## config.mk

```make
export PLATFORM = sky130hd
export DESIGN_NAME = regfile_write_arbiter
export DESIGN_NICKNAME = d
export VERILOG_FILES = /design/src/rtl/regfile_write_arbiter.sv
export SDC_FILE = /design/constraint.sdc
export NUM_CORES = 1
export LEC_CHECK = 0
export BUFFER_PORTS_ARGS = -buffer_cell sky130_fd_sc_hd__buf_2
export CAP_MARGIN = 5
export CELL_PAD_IN_SITES_DETAIL_PLACEMENT = 1
export CELL_PAD_IN_SITES_GLOBAL_PLACEMENT = 2
export CORE_MARGIN = 2
export CORE_UTILIZATION = 22
export CTS_CLUSTER_DIAMETER = 100
export DETAILED_ROUTE_END_ITERATION = 8
export PLACE_DENSITY = 0.79
export SLEW_MARGIN = 20
export SYNTH_ARGS = -nofsm -noshare
export SYNTH_HDL_FRONTEND = slang
export SYNTH_SLANG_ARGS = --single-unit
```

## constraint.sdc

```tcl
create_clock -name clk -period 1.55 [get_ports clk]
set_clock_uncertainty 0.05 [all_clocks]
set_input_delay 0.0775 -clock clk [delete_from_list [all_inputs] [get_ports clk]]
set_output_delay 0.0775 -clock clk [all_outputs]
set_load 0.1 [all_outputs]
```

## src/rtl/regfile_write_arbiter.sv

```systemverilog
// Two-requester register-file write arbiter with round-robin contention
// resolution, registered one-hot write enable and zero-register drop counter.
module regfile_write_arbiter #(
    parameter int DATA_W = 64,
    parameter int NREG   = 32
) (
    input  logic              clk,
    input  logic              reset,
    input  logic              hold,
    input  logic              a_valid,
    input  logic [4:0]        a_addr,
    input  logic [DATA_W-1:0] a_data,
    output logic              a_ready,
    input  logic              b_valid,
    input  logic [4:0]        b_addr,
    input  logic [DATA_W-1:0] b_data,
    output logic              b_ready,
    output logic [NREG-2:0]   write_en,
    output logic [DATA_W-1:0] write_data,
    output logic [7:0]        zero_drops
);

    localparam logic [4:0] ZERO_ADDR = 5'(NREG - 1);

    typedef enum logic {PRI_A, PRI_B} pri_t;

    pri_t              pri_q, pri_d;
    logic              grant;
    logic [4:0]        sel_addr;
    logic [DATA_W-1:0] sel_data;
    logic [NREG-2:0]   en_d;

    always_ff @(posedge clk or negedge reset) begin
        if (!reset) pri_q <= PRI_A;
        else        pri_q <= pri_d;
    end

    // The pointer only flips when it actually decided a contended grant.
    always_comb begin
        pri_d   = pri_q;
        a_ready = 1'b0;
        b_ready = 1'b0;
        if (reset && !hold) begin
            if (a_valid && b_valid) begin
                if (pri_q == PRI_A) begin
                    a_ready = 1'b1;
                    pri_d   = PRI_B;
                end else begin
                    b_ready = 1'b1;
                    pri_d   = PRI_A;
                end
            end else begin
                a_ready = a_valid;
                b_ready = b_valid;
            end
        end
    end

    always_comb begin
        grant    = a_ready || b_ready;
        sel_addr = b_ready ? b_addr : a_addr;
        sel_data = b_ready ? b_data : a_data;
        en_d     = '0;
        for (int i = 0; i < NREG - 1; i++) begin
            en_d[i] = (sel_addr == 5'(i));
        end
    end

    // The zero register decodes to no enable bit, so it only bumps the counter.
    always_ff @(posedge clk or negedge reset) begin
        if (!reset) begin
            write_en   <= '0;
            write_data <= '0;
            zero_drops <= '0;
        end else begin
            write_en <= grant ? en_d : '0;
            if (grant) begin
                write_data <= sel_data;
            end
            if (grant && sel_addr == ZERO_ADDR && zero_drops != 8'hFF) begin
                zero_drops <= zero_drops + 8'd1;
            end
        end
    end

endmodule

```

# Word level (Yosys, flattened, before mapping)

Cells that the tools add are included.

Logic and storage cells: 54
Input port bits: 143
Register bits after elaboration: 104
Output and inout port bits: 105

Eq/ne operators: 32
$add $sub $neg: 1
Reductions and logical operators: 8
Multiplexer cells: 9

Operators with widths:

| kind                                                             | count |
|---|---|
| 5-bit == test (second input constant)                            | 16 |
| 64-bit two-way mux                                               | 1 |
| 5-bit by 4-bit == test with 1-bit output (second input constant) | 8 |
| 31-bit two-way mux                                               | 1 |
| 5-bit by 3-bit == test with 1-bit output (second input constant) | 4 |
| 5-bit by 2-bit == test with 1-bit output (second input constant) | 2 |
| 8-bit by 1-bit adder with 8-bit output (second input constant)   | 1 |
| 8-bit != test (second input constant)                            | 1 |
| 1-bit two-way mux                                                | 6 |
| 5-bit by 1-bit == test with 1-bit output (second input constant) | 1 |
| 5-bit logical NOT                                                | 1 |
| 5-bit two-way mux                                                | 1 |
| 1-bit logical AND                                                | 4 |
| 2-bit AND reduction                                              | 1 |
| 1-bit logical NOT                                                | 1 |
| 1-bit logical OR                                                 | 1 |

# Logic depth before layout (Yosys ltp)

Depth after elaboration: 7
Depth in mapped cells: 7
Mapped depth without buffers: 6

# Least setup slack after synthesis

Ideal clock, no wire load.

Path kind: reg2reg
From: register zero_drops[0]
To: register zero_drops[1]
Stages on the path, launching flop included: 7
Path buffers: 0
Arrival: 2048 ps
Data required time: 1373 ps
Setup slack: -674 ps
Library setup time: 127 ps
Path through: dfrtp_1 ha_1 and2_1 nand4_1 nand2_1 nor2_2 mux2_4

Cells in the longest elaborated chain, start to end: 2

Ends and longest elaborated chain:

| element                                                                        | RTL line | text |
|---|---|---|
| start: declaration                                                             | 20       | `output logic [7:0] zero_drops` |
| start signal: assignment                                                       | 81       | `zero_drops <= zero_drops + 8'd1;` |
| branches (longest 2 deep; another with 8-bit by 1-bit adder with 8-bit output) | n/a      |  |

Parallel ways; which one is timed is not known.
A chain may end at the register's enable or synchronous reset.

# Worst setup path in the final report

From: register zero_drops[1]
To: register zero_drops[1]

Same word-level chain as after synthesis.

==> run metrics <==
sequential cell area fraction in the yosys report=55.9%; Max Slew Vio Count=0; final hold violations=0; Area Growth Syn to Fin=88.4%; antenna-violating nets left=0; die extent in y=149 um; CTS tree=yes; share of layout cells above drive strength 1=43.5%; Ys Warns=0; Leakage=4.14 nW; maximum clock path buffer count=2; I/O pins=248; Post-Syn Instances=505; DR DRC count=0; DR WL met2=10,600 um; Reg2Reg Launch Point=zero_drops[1]$_DFFE_PN0P_; Hold WC Path Type=input pin to flip-flop; Worst-path clk slew=70 ps; Synth cell types=40; largest net degree at the start of global routing=105; Num CTS Buffers=9; remaining global-route overflow=0; Initial Utilization=22.3%; PD cells=1130 nW/um^2; vias in the first global route=5,725; syn nets=649; post-DP HPWL=11,900 um; Tcrit/Tclk final=106%; Initial DRC Count=130; core area=20,900 um^2; top sig layer=met4; full die area=22,300 um^2; Max Clock Freq=610 MHz; critical path class=flip-flop to flip-flop; fin crit period=1640 ps; RSZ-0062 raised after global routing=true; Total GRT Usage=16.7%; clk root buf=clkbuf_16; cell area after synthesis=4650 um^2; Vias/cell=4.48; nets@finish=1,057; count of input and output buffers=247; Worst-Margin Slew=599 ps; failing checks=negative setup slack; Top Family by Delay on Critical Path=simple AND/OR/NAND/NOR gates; R2R cell count=6; crit end category=flip-flop; Total Wirelength=20,600 um; outcome=finished with violations; worst reg2reg setup slack=-90 ps; # setup viols final=23; Max FO, Critical Path=3; die width=149 um; Core Rows=53; final worst slack=-88.9 ps; FF+latch count, synth=104; Non-Filler Instances=1,194; hold path startpoint=b_valid; Arrival @ worst endpoint=1830 ps; global-route wire length before repair=29,300 um; Hold Path End=pri_q$_DFFE_PN0P_; Max VDD drop=0.000425 V; wire length per cell=17.3 um; Slowest-stage cell, CP=dfrtp_4; met3 routed wirelength=1240 um; H-Tree Level Count=3; total of max-cap violations=0; Worst Path Required=1740 ps; CP cell instances=ha_4, and2_4, nand4_1, nand2_2, nor2_4, mux2_4; Slew headroom=60.1%; placer congestion estimate=0.749; CTS Sinks=104; Skew-Pair Late Insertion Delay=350 ps; average cell area after synthesis=9.21 um^2; # placed instances=1,035; total number of vias=5,351; CP max stage delay=490 ps; Metal-1 WL=8080 um; Crit Reg-Reg Endpoint=zero_drops[1]$_DFFE_PN0P_; antenna violations before repair=0; Detailed Routing Iterations Pass 1=4; Setup crit start kind=flip-flop; Fin Hold WS=36.6 ps; Worst Path Buf+Inv=0; WHS Path Cells=3
[synth_stat cells (all sizes together)]
cell,count,area (um^2)
a21oi,1,5.00
a31oi,68,477
a41oi,1,8.76
and2,1,6.26
and3,1,6.26
and4b,4,40.0
buf,26,146
clkbuf,7,26.3
dfrtp,104,2600
ha,1,12.5
inv,3,11.3
mux2,2,26.3
mux2i,1,22.5
nand2,135,507
nand2b,2,15.0
nand3,6,42.5
nand4,2,12.5
nor2,101,382
nor2b,1,13.8
nor3,9,76.3
nor3b,3,27.5
nor4,3,18.8
nor4b,6,52.6
o21a,1,7.51
o21ai,9,45.0
xnor2,1,8.76
xor2,6,52.6
[power breakdown]
part | leakage, nW | total, mW | switching, mW | internal, mW
logic | 2.74 | 4.24 | 3.19 | 1.05
registers | 1.25 | 3.19 | 0.169 | 3.03
clock network | 0.149 | 2.45 | 1.16 | 1.29
[cells by family after synthesis]
kind of cell / count (synthesis) / synth area share, %
xor+xnor: 7 / 1.32
fa+ha+maj: 1 / 0.269
simple gates: 274 / 25.8
mux: 3 / 1.05
buf+inv: 36 / 3.95
flops: 104 / 55.9
compound gates: 80 / 11.7
[cell usage in the layout, fill, tap and decap left out, types with 7 or more instances in the layout]
cell	count
a31oi_1	63
buf_12	13
buf_2	244
buf_4	23
buf_6	10
clkbuf_16	12
dfrtp_1	96
dlygate4sd3_1	129
nand2_1	109
nand2_2	25
nor2_1	96
o21ai_2	7
[cell type report]
type                    instances  area, um^2
diodes                          1        2.50
clock buffers                   9         225
clock inverters                 7        83.8
fillers                      2431       12100
inverters                       3        23.8
multi-input cells             365        2180
flip-flops and latches        104        2630
well taps                     275         344
repair buffers                430        3280
[flip-flops by register name (all words and copies together) (netlist names)]
name and cells:
zero_drops 8, write_data 64, pri_q 1, write_en 31
[routing by layer]
layer | vias to the layer above | global-route usage, %
met5 | - | 0
met4 | 0 | 8.76
met3 | 46 | 4.15
li1 | 2526 | -
met2 | 195 | 29.0
met1 | 2584 | 19.0
[metrics by stage]
step | worst slack, ps | area, um^2 | power (mW) | util [%] | TNS [ps]
after floorplan | -224 | 4710 | 6.05 | - | -987
after global placement | -51.5 | 6540 | 6.94 | 31.3 | -60.6
after detailed placement | -92.3 | 6540 | 6.98 | 31.3 | -736
after CTS | -82.7 | 8270 | 9.77 | 39.6 | -853
after global routing | -176 | 8760 | 10.3 | 41.9 | -4710
final | -88.9 | 8760 | 9.88 | 41.9 | -948
[worst reg2reg max path, stage by stage, from the launching register on]
cell and delay, ps:
dfrtp_4 490, ha_4 160, and2_4 150, nand4_1 120, nand2_2 110, nor2_4 140
mux2_4 300
[repair_timing]
action | CTS | global route
pin swaps | 7 | 62
resized for setup | 21 | 83
hold buffers | 129 | 0
hold endpoints to repair | 168 | 0
setup buffers | 5 | 7
gates cloned | 0 | 4
endpoints found under the setup margin | 51 | 102
[how the worst max path moves through the flow]
stage	depth (start not counted)	start	slack, ps	to
5_1_grt	7	pri_q$_DFFE_PN0P_	-180	zero_drops[7]$_DFFE_PN0P_
6_report	6	zero_drops[1]$_DFFE_PN0P_	-90	zero_drops[1]$_DFFE_PN0P_
3_5_place_dp	6	zero_drops[1]$_DFFE_PN0P_	-90	zero_drops[3]$_DFFE_PN0P_
4_1_cts	6	pri_q$_DFFE_PN0P_	-80	write_data[63]$_DFFE_PN0P_
3_3_place_gp	6	zero_drops[1]$_DFFE_PN0P_	-50	zero_drops[3]$_DFFE_PN0P_
2_1_floorplan	6	zero_drops[1]$_DFFE_PN0P_	-220	zero_drops[3]$_DFFE_PN0P_
(Power assumes the default switching activity.)
